File: src/rtl/noc_router_xy.sv
// -----------------------------------------------------------------------------
// noc_router_xy
//
// Five-port XY-routed mesh router for one tile of a ROWS x COLS mesh.
// Every input port has its own FIFO. Every output port has a round-robin
// arbiter that feeds a registered output stage. All links use valid/ready
// handshakes. Flits are never dropped, except as described under the optional
// range check below. When two flits collide, the loser stays in its FIFO, and
// a full FIFO then stalls its upstream neighbour.
//
// Port index on every packed bus: 0 = Local, 1 = North, 2 = South,
// 3 = East, 4 = West. Port p occupies bits [p*FW +: FW].
// Flit layout (MSB first): dest_row, dest_col, payload.
//
// Ports:
//   clk            single clock
//   rst            synchronous, active-high reset
//   in_flit        5 packed input flits
//   in_valid       per-port input valid
//   in_ready       per-port input ready (FIFO not full, low during reset)
//   out_flit       5 packed output flits (registered)
//   out_valid      per-port output valid (registered)
//   out_ready      per-port output ready from downstream
//   err_unroutable pulses when an out-of-range flit is discarded
//
// Build option:
//   NOC_ROUTER_RANGE_CHECK_EN - when defined, a FIFO head whose dest_row is
//   >= ROWS, or whose dest_col is >= COLS, is discarded without requesting
//   any output, and err_unroutable pulses for that cycle. When undefined,
//   such flits follow the plain XY comparisons and err_unroutable is 0.
// -----------------------------------------------------------------------------
module noc_router_xy #(
  parameter int ROWS       = 2,
  parameter int COLS       = 2,
  parameter int MY_ROW     = 0,
  parameter int MY_COL     = 0,
  parameter int COORD_W    = 2,
  parameter int PAYLOAD_W  = 32,
  parameter int FIFO_DEPTH = 4
) (
  input  logic                                  clk,
  input  logic                                  rst,
  input  logic [5*(2*COORD_W+PAYLOAD_W)-1:0]    in_flit,
  input  logic [4:0]                            in_valid,
  output logic [4:0]                            in_ready,
  output logic [5*(2*COORD_W+PAYLOAD_W)-1:0]    out_flit,
  output logic [4:0]                            out_valid,
  input  logic [4:0]                            out_ready,
  output logic                                  err_unroutable
);

  localparam int FW = 2*COORD_W + PAYLOAD_W;
  localparam int AW = $clog2(FIFO_DEPTH);

  localparam logic [2:0] PORT_L = 3'd0;
  localparam logic [2:0] PORT_N = 3'd1;
  localparam logic [2:0] PORT_S = 3'd2;
  localparam logic [2:0] PORT_E = 3'd3;
  localparam logic [2:0] PORT_W = 3'd4;

  localparam logic [COORD_W-1:0] MY_ROW_C = COORD_W'(MY_ROW);
  localparam logic [COORD_W-1:0] MY_COL_C = COORD_W'(MY_COL);
  localparam logic [AW:0]        PTR_ONE  = (AW+1)'(1);

  // Stop elaboration on configurations the addressing cannot support.
  if ((2**COORD_W) < ROWS || (2**COORD_W) < COLS) begin : g_bad_coord_w
    $error("noc_router_xy: COORD_W too narrow for ROWS/COLS");
  end
  if (FIFO_DEPTH < 2 || (FIFO_DEPTH & (FIFO_DEPTH-1)) != 0) begin : g_bad_depth
    $error("noc_router_xy: FIFO_DEPTH must be a power of 2 and >= 2");
  end

  logic [FW-1:0]      mem [5][FIFO_DEPTH];
  logic [AW:0]        wr_ptr [5];
  logic [AW:0]        rd_ptr [5];
  logic [4:0]         empty;
  logic [4:0]         full;
  logic [4:0]         push;
  logic [4:0]         pop;
  logic [4:0]         drop;
  logic [FW-1:0]      head [5];
  logic [COORD_W-1:0] dest_row [5];
  logic [COORD_W-1:0] dest_col [5];
  logic [2:0]         route [5];
  logic [4:0]         req [5];
  logic [4:0]         free;
  logic [4:0]         grant_valid;
  logic [2:0]         grant_idx [5];
  logic [2:0]         rr_ptr [5];

  // FIFO status and head decode. The pointers carry one extra wrap bit, so
  // "full" means the pointers differ only in that top bit.
  always_comb begin
    for (int p = 0; p < 5; p++) begin
      empty[p]    = (wr_ptr[p] == rd_ptr[p]);
      full[p]     = (wr_ptr[p][AW] != rd_ptr[p][AW]) &&
                    (wr_ptr[p][AW-1:0] == rd_ptr[p][AW-1:0]);
      head[p]     = mem[p][rd_ptr[p][AW-1:0]];
      dest_row[p] = head[p][FW-1 -: COORD_W];
      dest_col[p] = head[p][FW-COORD_W-1 -: COORD_W];
    end
  end

  // Ready depends only on stored pointer state (and reset), never on out_ready.
  assign in_ready = ~full & {5{~rst}};
  assign push     = in_valid & in_ready;

  // Dimension-ordered routing: resolve the column first, then the row.
  always_comb begin
    for (int p = 0; p < 5; p++) begin
      if (dest_col[p] > MY_COL_C)      route[p] = PORT_E;
      else if (dest_col[p] < MY_COL_C) route[p] = PORT_W;
      else if (dest_row[p] > MY_ROW_C) route[p] = PORT_S;
      else if (dest_row[p] < MY_ROW_C) route[p] = PORT_N;
      else                             route[p] = PORT_L;
    end
  end

`ifdef NOC_ROUTER_RANGE_CHECK_EN
  localparam logic [COORD_W:0] ROWS_C = (COORD_W+1)'(ROWS);
  localparam logic [COORD_W:0] COLS_C = (COORD_W+1)'(COLS);

  // An out-of-range head is discarded on its own, without requesting an output.
  always_comb begin
    for (int p = 0; p < 5; p++) begin
      drop[p] = !empty[p] && (({1'b0, dest_row[p]} >= ROWS_C) ||
                              ({1'b0, dest_col[p]} >= COLS_C));
    end
  end
  // No pop happens during reset, so the pulse is suppressed while rst is high.
  assign err_unroutable = (|drop) & ~rst;
`else
  assign drop           = '0;
  assign err_unroutable = 1'b0;
`endif

  // Request matrix: req[o][p] means input p's head wants output o.
  always_comb begin
    for (int o = 0; o < 5; o++) begin
      free[o] = !out_valid[o] || out_ready[o];
      for (int p = 0; p < 5; p++) begin
        req[o][p] = !empty[p] && !drop[p] && (route[p] == 3'(o));
      end
    end
  end

  // Round-robin pick per output. The search starts at rr_ptr and wraps
  // modulo 5, so a 4-bit candidate index is needed before the wrap.
  always_comb begin
    logic [3:0] cand;
    cand = '0;
    for (int o = 0; o < 5; o++) begin
      grant_valid[o] = 1'b0;
      grant_idx[o]   = 3'd0;
      for (int i = 0; i < 5; i++) begin
        cand = {1'b0, rr_ptr[o]} + 4'(i);
        if (cand >= 4'd5) cand = cand - 4'd5;
        if (free[o] && !grant_valid[o] && req[o][cand[2:0]]) begin
          grant_valid[o] = 1'b1;
          grant_idx[o]   = cand[2:0];
        end
      end
    end
  end

  // Each FIFO requests at most one output, so at most one grant can pop it.
  always_comb begin
    pop = drop;
    for (int o = 0; o < 5; o++) begin
      if (grant_valid[o]) pop[grant_idx[o]] = 1'b1;
    end
  end

  // FIFO pointers. A push and a pop in the same cycle leave occupancy unchanged.
  always_ff @(posedge clk) begin
    if (rst) begin
      for (int p = 0; p < 5; p++) begin
        wr_ptr[p] <= '0;
        rd_ptr[p] <= '0;
      end
    end else begin
      for (int p = 0; p < 5; p++) begin
        if (push[p]) wr_ptr[p] <= wr_ptr[p] + PTR_ONE;
        if (pop[p])  rd_ptr[p] <= rd_ptr[p] + PTR_ONE;
      end
    end
  end

  // FIFO storage needs no reset; the pointers define which entries are valid.
  always_ff @(posedge clk) begin
    for (int p = 0; p < 5; p++) begin
      if (push[p]) mem[p][wr_ptr[p][AW-1:0]] <= in_flit[p*FW +: FW];
    end
  end

  // Output registers. A stage reloads only when free, so data holds stable
  // until downstream accepts it.
  always_ff @(posedge clk) begin
    if (rst) begin
      out_valid <= '0;
      out_flit  <= '0;
      for (int o = 0; o < 5; o++) rr_ptr[o] <= 3'd0;
    end else begin
      for (int o = 0; o < 5; o++) begin
        if (free[o]) begin
          if (grant_valid[o]) begin
            out_valid[o]          <= 1'b1;
            out_flit[o*FW +: FW]  <= head[grant_idx[o]];
            rr_ptr[o]             <= (grant_idx[o] == 3'd4) ? 3'd0 : grant_idx[o] + 3'd1;
          end else begin
            out_valid[o] <= 1'b0;
          end
        end
      end
    end
  end

endmodule

File: config.mk
export PLATFORM = sky130hd
export DESIGN_NAME = noc_router_xy
export DESIGN_NICKNAME = d
export VERILOG_FILES = /design/src/rtl/noc_router_xy.sv
export SDC_FILE = /design/constraint.sdc
export NUM_CORES = 1
export LEC_CHECK = 0
export BUFFER_PORTS_ARGS = -buffer_cell sky130_fd_sc_hd__buf_2
export CORE_MARGIN = 2
export CORE_UTILIZATION = 55
export CTS_CLUSTER_DIAMETER = 100
export DETAILED_ROUTE_END_ITERATION = 10
export HOLD_SLACK_MARGIN = 0.06
export PLACE_DENSITY_LB_ADDON = 0.15
export SYNTH_ARGS = -nofsm -noshare
export SYNTH_HDL_FRONTEND = slang
export SYNTH_SLANG_ARGS = --single-unit
File: constraint.sdc
create_clock -name clk -period 6.6 [get_ports clk]
set_input_delay 1.65 -clock clk [delete_from_list [all_inputs] [get_ports clk]]
set_output_delay 1.65 -clock clk [all_outputs]
set_load 0.005 [all_outputs]
# [After elaboration in Yosys (flattened, before gate mapping)]
# Memories as Yosys holds them, arrays and structs flattened.
# Index checks and enable logic that the tools add are counted.
[totals] memories=4 output_inout_bits=191 mem_bits_rw=765 regBits=185 romBits=0 word_cells=659 latch_bits=0
[classes] addsub=60 div_mod_pow=0 reduce_logical=130 n_eq_ne=40 mux=277 n_mul=0 order_cmp=100 n_bitwise=38 n_shift=0
[mem_list] memory="mem" words=5 width=144 read_ports=5 rd_clocked_by_memory_dff=0 wr=5 line_no="73" rtl="logic [FW-1:0] mem [5][FIFO_DEPTH];"
[mem_list] memory="rd_ptr" words=5 width=3 read_ports=5 rd_clocked_by_memory_dff=0 wr=5 line_no="75" rtl="logic [AW:0] rd_ptr [5];"
[mem_list] memory="rr_ptr" words=5 width=3 read_ports=5 rd_clocked_by_memory_dff=0 wr=5 line_no="89" rtl="logic [2:0] rr_ptr [5];"
[mem_list] memory="wr_ptr" words=5 width=3 read_ports=5 rd_clocked_by_memory_dff=0 wr=5 line_no="74" rtl="logic [AW:0] wr_ptr [5];"
[ops] cell="36-bit two-way mux" count=25
[ops] cell="144-bit two-way mux" count=5
[ops] cell="36-bit binary-select mux with 3-bit select" count=5
[ops] cell="36-bit binary-select mux with 2-bit select" count=5
[ops] cell="36-bit demux with 2-bit select" count=5
[ops] cell="3-bit two-way mux" count=85
[ops] cell="3-bit by 4-bit less-than comparator with 1-bit output (second input constant)" count=30
[ops] cell="1-bit two-way mux" count=112
[ops] cell="1-bit logical AND" count=85
[ops] cell="4-bit by 3-bit greater-or-equal comparator with 1-bit output (second input constant)" count=20
[ops] cell="1-bit binary-select mux with 3-bit select" count=25
[ops] cell="3-bit subtractor (second input constant)" count=25
[ops] cell="3-bit by 1-bit adder with 3-bit output (second input constant)" count=15
[ops] cell="3-bit greater-or-equal comparator (second input constant)" count=15
[ops] cell="3-bit by 2-bit adder with 4-bit output (second input constant)" count=10
[ops] cell="3-bit by 2-bit equality test with 1-bit output (second input constant)" count=10
[ops] cell="3-bit equality test (second input constant)" count=10
[ops] cell="1-bit zero test" count=30
[ops] cell="2-bit inverter with 3-bit output" count=10
[ops] cell="5-bit two-way mux" count=5
[ops] cell="3-bit by 1-bit adder with 4-bit output (second input constant)" count=5
[ops] cell="3-bit by 3-bit adder with 4-bit output (second input constant)" count=5
[ops] cell="4-bit greater-or-equal comparator (second input constant)" count=5
[ops] cell="2-bit by 1-bit greater-than comparator with 1-bit output (second input constant)" count=10
[ops] cell="other kinds (17)" count=88

# [Logic depth before layout (Yosys ltp)]
# Gate-level depths: netlist of the first run.
# An unclocked memory read counts as a cell.
[depth] word_depth=49 depth_mapped=20 depth_no_buf=18

# [Worst setup path after synthesis of the first run]
# OpenSTA, ideal clock, no wires.
[synth_path] path_kind="register -> register" startpoint="mem rr_ptr[3][0] (netlist: rr_ptr[0][9])" endpoint="mem rd_ptr[0][3] (netlist name) (enable)" path_buffers=4 required_time_ns=6.341 slack_ns=1.969 path_stages_with_launch=19 arrival_ns=4.372 setup_time_ns=0.259 path_cell_list="edfxtp_1 -> inv_1 -> clkbuf_1 -> ha_1 -> inv_1 -> fa_1 -> a21oi_1 -> xnor2_1 -> mux2i_1 -> o211a_1 -> nand3_1 -> or4b_1 -> nand3_1 -> a21oi_1 -> buf_2 -> buf_2 -> buf_2 -> a22oi_1 -> nand2_1"
[synth_lines] element="from (decl)" line_no="89"
[synth_lines] element="to (decl)" line_no="75"

==> results of run 1 <==
[synth_stat cells, types with 39 or more instances]
cell type,n,share of area
a211oi_1,52,0.0097
a21o_1,50,0.0093
a21oi_1,66,0.0082
a221o_1,40,0.0099
a221oi_1,50,0.011
a22o_1,63,0.014
and3_1,60,0.0093
buf_2,42,0.0052
buf_4,47,0.0087
clkbuf_1,95,0.0088
dfxtp_1,148,0.073
edfxtp_1,759,0.57
ha_1,55,0.017
inv_1,52,0.0048
mux4_2,180,0.10
nand2_1,105,0.0098
nand3_1,47,0.0058
nor2_1,113,0.011
nor2b_1,53,0.0082
nor3_1,39,0.0048
[flip-flops by register name, summed over array words and instances, names as in the netlist]
register,cells
wr_ptr,15
out_valid,4
mem,720
rr_ptr,9
rd_ptr,15
out_flit,144
[metrics by stage]
stage          worst slack (ns)  instances  hold slack [ns]
6_report                  0.928       3984            0.456
2_1_floorplan              1.97       2650            0.442
4_1_cts                   0.982       3982            0.462
3_5_place_dp              0.991       3811            0.444
5_1_grt                   0.611       3984            0.475
3_3_place_gp               1.09       3811            0.437
[layout make-up]
cell class	instances	area (um2)
Sequential cell	907	25800
Inverter	56	214
Multi-Input combinational cell	1485	13500
Fill cell	5277	26800
Clock inverter	55	458
Antenna cell	2	5.00
Timing Repair Buffer	404	2200
Clock buffer	116	2540
Tap cell	959	1200
[worst paths after layout]
check | endpoint | slack, ns | cells after the start
worst max-delay path | rr_ptr[0][11] | 0.93 | 18
worst min-delay path | out_flit[33] | 0.46 | 1
worst max register to register | rr_ptr[0][11] | 0.93 | 18
worst min register to register | out_flit[33] | 0.46 | 1
[worst register-to-register path, stage by stage, from the launching register on]
cell and delay [ns]:
edfxtp_1 0.36, buf_4 0.21, inv_1 0.33, ha_1 0.24
inv_1 0.06, fa_1 0.46, a21oi_1 0.32, xnor2_1 0.33
mux2i_1 0.33, o211a_1 0.24, nand3_1 0.13, or4b_1 0.61
nand3_1 0.30, nand2_1 0.17, inv_2 0.73, ha_1 0.33
nor2_1 0.05, mux2i_1 0.16, nor2_1 0.06
[routing by layer]
metal  share of wire  wire (um)  vias up
li1                -          -    11130
met1            0.37      42800    12857
met2            0.49      57400     1292
met3           0.083       9710      301
met4           0.061       7170       18
met5         0.00087        102        -
[placed cells by master, fill, tap and decap left out, drive strengths merged, types with 12 or more instances in the layout]
cell | synthesis | routed
dfxtp | 148 | 148
a32oi | 22 | 22
ha | 55 | 55
xnor2 | 33 | 33
and2 | 36 | 36
a21oi | 67 | 67
edfxtp | 759 | 759
nand3 | 48 | 48
mux2i | 23 | 23
a31oi | 13 | 13
nand2 | 105 | 105
a211oi | 54 | 54
and3 | 60 | 60
a221o | 40 | 40
inv | 55 | 59
o221ai | 12 | 12
nand4 | 14 | 14
o211ai | 12 | 12
nor4 | 26 | 26
a22oi | 16 | 16
mux4 | 180 | 180
conb | 1 | 38
buf | 107 | 404
nor2 | 117 | 117
a221oi | 64 | 64
nor3 | 42 | 42
clkinv | 1 | 42
mux2 | 45 | 45
a211o | 17 | 17
a22o | 63 | 63
or2 | 16 | 16
clkbuf | 95 | 116
nor2b | 53 | 53
nand2b | 17 | 17
xor2 | 15 | 15
a21o | 50 | 50
o21ai | 27 | 27
[cells by family after synthesis]
group,after synthesis,share of synthesized area
other,1,0.0000930
DFF,907,0.639
xor gates and xnor gates,48,0.0104
AOI/OAI and AO/OA,522,0.105
buffers and inverters,258,0.0311
and+or+nand+nor,571,0.0752
adders and majority gates,58,0.0186
muxes,248,0.121
==> results.md, run 1 <==
- GR Layer Usage met2: 0.509
- R2r startpoint: rr_ptr[0][9]
- First DRT Iteration DRCs: 2764
- Synthesized flop and latch total: 907
- HP Start: out_flit[33]
- Max incr delay on CP: about 0.73 ns
- Vias: 25598
- Cell area after synthesis: 40300 um2
- Antenna Nets Post-Route: 0
- Met1 Use GR: 0.382
- Final setup viols: 0
- First-pass GRT wire length: 169 mm
- Layout Skew: a little over 0.05 ns
- Residual DRC: 0
- Drt via density: between 6 and 7
- Clock-pin slew on the worst setup and hold paths: approximately 0.060 ns
- Final hold vios: 0
- CP Launch Type: flop
- Max-cap violations: 0
- Slew HR: 0.295
- Std-Cell Rows: 99
- EDFF count, synth: around 760
- RSZ-0062 raised after global routing: false
- Latest clock arrival within the worst-skew pair: between 0.6 and 0.7 ns
- CTS Buf Count: 92
- Crit Path Class: flop to flop
- Post-layout util: 0.631
- Cell family with most CP delay: buffers and inverters
- Hold crit path type: flop to flop
- Max clock buf depth: 3
- Grt ovf: 0
- Crit path DAT: 6.05 ns
- # resized after CTS: 0
- DIE HEIGHT: 275 um
- Largest net degree at the start of global routing: 62
- # nets final: approximately 3200
- Cell Chain, Critical Path: buf_4 > inv_1 > ha_1 > inv_1 > fa_1 > a21oi_1 > xnor2_1 > mux2i_1 > o211a_1 > nand3_1 > or4b_1 > nand3_1 > nand2_1 > inv_2 > ha_1 > nor2_1 > mux2i_1 > nor2_1
- Total of warnings raised by yosys: 0
- Final wirelength: 117 mm
- Die area: 75500 um2
- Die W: 275 um
- GRT Max-Usage Layer: met2
- Critical Path RT: between 6 and 7 ns
- Final worst-path cycle share: 0.859
- Initial core utilization: 0.555
- Vias in the first global route: 25501
- Sink Count: 907
- Fmax: 176 MHz
- Dpl hpwl: roughly 81 mm
- Core box area: 72700 um2
- Post-CTS setup buffer count: 0
- IO Count: 383
- Met3 GRT Util: 0.0682
- Min cycle time layout: between 5 and 6 ns
- Worst path slowest cell: inv_2
- Outcome: finished clean
- Design area: 45900 um2
- Worst-path fanout max: 37
- Most used flip-flop cell after synthesis: edfxtp_1
- H-tree depth: 3
- Post-synth ARST share: 0
- Layout cells sized above 1: 0.281
- Max Slew Vio Count: 0
- Unique masters post-synth: 99
- Worst setup EP type: flop
- Initial antenna violation count: 13
- Area after DPL: 42900 um2
- GR Util All Layers: 0.308
- Buf+Inv Stages, Crit Path: 4
- Register area share after synthesis: 0.639
- Routed len/inst: 29.4 um
- P&R area growth vs syn: 13.8%
- Setup TNS Final: 0 ns
- Syn Inst Count: 2613
- Syn avg cell area: about 15 um2
- CTS tree: built
- I/O Buffers: 343
- Cts hold-fix bufs: 0
- CP startpoint: rr_ptr[0][9]
- Worst-Margin Slew: approximately 1.1 ns
- Drt first pass iters: 6
- Root buffer selected by CTS: clkbuf_16
- Gpl congestion: about 0.9
Power of run 1 is left out: the tool's default activity adds up to more than one toggle a clock period on the data nets, which glitch-free logic cannot reach.
==> run 2: changes to the inputs <==
Settings changed: ABC_AREA set to 1, CORE_MARGIN 2 to unset.
==> run 2 against run 1 <==
Wire length increased by 13%. Worst hold slack got worse by 0.041 ns. Largest cell class unchanged. Highest routed layer unchanged. Synthesized cell count increased by 64%.
==> results.md, run 2 <==
- Layout Skew: 0.0307 ns (-0.0206 ns)
- EDFF count, synth: 759 (unchanged)
- Register area share after synthesis: 0.612 (-0.0268)
- Routed len/inst: 23.6 um (-20%)
- Max clock buf depth: 3 (unchanged)
- Vias: 33112 (+29%)
- Setup TNS Final: 0 ns (unchanged)
- I/O Buffers: 343 (unchanged)
- CTS Buf Count: 92 (unchanged)
- Residual DRC: 0 (unchanged)
- Initial core utilization: 0.555 (about the same)
- Syn Inst Count: 4286 (+64%)
- Synth cell count leaders: nand2_1, edfxtp_1, nand3_1
- Total of warnings raised by yosys: 0 (unchanged)
- Die area: 77600 um2 (+2.8%)
- Dpl hpwl: 89.7 mm (+11%)
- Max-cap violations: 0 (unchanged)
- Core box area: 75800 um2 (+4.3%)
- Number of flip-flops in the largest register: 720 (unchanged)
- Crit Path Class: flop to flop
- H-tree depth: 3 (unchanged)
- Die W: 279 um (+1.4%)
- Synthesized flop and latch total: 907 (unchanged)
- GR Util All Layers: 0.335 (+0.0265)
- FF/Latch Area: 25800 um2 (unchanged)
- Final-layout fill cell count: 6196 (+17%)
- RSZ-0062 raised after global routing: false
- Initial antenna violation count: 9 (-4)
- CP Launch Type: flop
- Area of the multi-input gates: 13900 um2 (+3.1%)
- Worst-path fanout max: 51 (+38%)
- Gpl congestion: 0.983 (+9.6%)
- Vias in the first global route: 29842 (+17%)
- Crit path DAT: 6.10 ns (+0.05 ns)
- Final hold vios: 0 (unchanged)
- Worst-Margin Slew: 1.23 ns (+0.177 ns)
- Hold crit path type: flop to flop
- Largest cells by area after synthesis: edfxtp_1, nand2_1, nand3_1
- Clock-pin slew on the worst setup and hold paths: 0.06 ns (about the same)
- Cts hold-fix bufs: 0 (unchanged)
- # resized after CTS: 0 (unchanged)
- Outcome: finished clean
- DIE HEIGHT: 279 um (+1.4%)
- Final setup viols: 0 (unchanged)
- CTS tree: built
- Layout cells sized above 1: 0.150 (-0.131)
- Fmax: 176 MHz (-0.42%)
- First-pass GRT wire length: 192 mm (+14%)
- Antenna Nets Post-Route: 0 (unchanged)
- Worst setup EP type: flop
- Area leader, netlist: edfxtp_1
- Grt ovf: 0 (unchanged)
- Most frequent cells in the layout: nand2_1, edfxtp_1, nand3_1
- Final wirelength: 132 mm (+13%)
- Max Slew Vio Count: 0 (unchanged)
- First DRT Iteration DRCs: 4803 (+74%)
- Unique masters post-synth: 52 (-47%)
- Post-synth ARST share: 0 (unchanged)
- Most frequent cell after synthesis: nand2_1
- Cell area after synthesis: 42100 um2 (+4.4%)
- Latest clock arrival within the worst-skew pair: 0.67 ns (about the same)
- Std-Cell Rows: 101 (+2.0%)
- Critical Path RT: 7.00 ns (+0.02 ns)
- Largest net degree at the start of global routing: 78 (+26%)
- Drt first pass iters: 8 (+2)
- Syn avg cell area: 9.82 um2 (-36%)
- Slew HR: 0.177 (-0.118)
- # nets final: 4787 (+50%)
- Top cell type's share of synthesized area: 0.542 (-0.0237)
- Commonest non-fill, non-tap cell in the layout: nand2_1
- Post-CTS setup buffer count: 0 (unchanged)
- Most used flip-flop cell after synthesis: edfxtp_1
- Sink Count: 907 (unchanged)
- P&R area growth vs syn: 12.5%
- Root buffer selected by CTS: clkbuf_16
- Final worst-path cycle share: 0.863 (+0.00365)
- Min cycle time layout: 5.70 ns (+0.0241 ns)
- IO Count: 383 (unchanged)
- Drt via density: 5.92 (-7.9%)
==> run 2: cell types whose count changed after synthesis, sizes merged, moves of 58 or more <==
cell | previous run | this run
and3 | 60 | 0
nand2 | 105 | 973
o21ai | 27 | 262
a221oi | 64 | 0
o22ai | 7 | 104
nand3 | 48 | 624
nor2 | 117 | 428
mux4 | 180 | 0
buf | 107 | 165
a21oi | 67 | 130
a22o | 63 | 0
inv | 55 | 305
==> run 2: worst max-delay path, cell delays in order, from the launching register on <==
cell	delay (ns)
edfxtp_1	0.97
inv_2	0.40
nand2_1	0.14
nand3_1	0.08
nand2_1	0.28
nand2_1	0.13
nor2_2	0.26
nand2_1	0.21
a21oi_2	0.17
nand3_2	0.12
nand2_2	0.09
nand2_2	0.09
inv_2	0.10
nand2_1	0.05
o21ai_0	0.10
nor2_1	0.09
nand3_2	0.06
buf_4	0.41
nand2_4	0.50
inv_4	0.65
ha_1	0.28
or2_0	0.11
a21oi_1	0.09
==> run 2: metrics by stage <==
| step | cells | setup slack (ns) | util | hold slack [ns] | cell area [um2] |
|---|---|---|---|---|---|
| floorplan | 4323 | 2.39 | - | 0.420 | 42200 |
| global placement | 5421 | 1.23 | 0.584 | 0.407 | 44300 |
| detailed placement | 5421 | 1.21 | 0.584 | 0.408 | 44300 |
| CTS | 5590 | 1.22 | 0.625 | 0.418 | 47400 |
| global route | 5593 | 0.731 | 0.625 | 0.433 | 47400 |
| finish | 5593 | 0.904 | 0.625 | 0.414 | 47400 |
==> run 2: per-layer routing <==
metal	track usage	part of all wire	vias to the layer above
li1	-	-	15257
met1	0.442	0.38	15685
met2	0.512	0.45	1817
met3	0.0809	0.11	347
met4	0.182	0.061	6
met5	0	0.00030	-
==> run 2: cell families after synthesis <==
logic type / Yosys count / synth area share
adders and majority gates: 58 / 0.0178
buffers and inverters: 596 / 0.0642
and+or+nand+nor: 2141 / 0.225
DFF: 907 / 0.612
xor gates and xnor gates: 31 / 0.00645
other: 1 / 0.0000891
AOI/OAI and AO/OA: 552 / 0.0749
==> run 2: layout make-up <==
type	instances	share of cell area
clock buffer	116	0.0529
clock inverter	53	0.0120
sequential	907	0.544
tap	978	0.0258
multi-input combinational	2820	0.294
timing repair buffer	407	0.0466
antenna	3	0.000158
inverter	309	0.0246
==> run 2: worst paths after layout <==
kind | from | to | slack, ns | cells after the start
max reg2reg | rd_ptr[0][0] | rr_ptr[0][8] | 0.90 | 22
min reg2reg | out_flit[38] | out_flit[38] | 0.41 | 2
min | out_flit[38] | out_flit[38] | 0.41 | 2
max | rd_ptr[0][0] | rr_ptr[0][8] | 0.90 | 22
Power of run 2 is left out for the same reason.
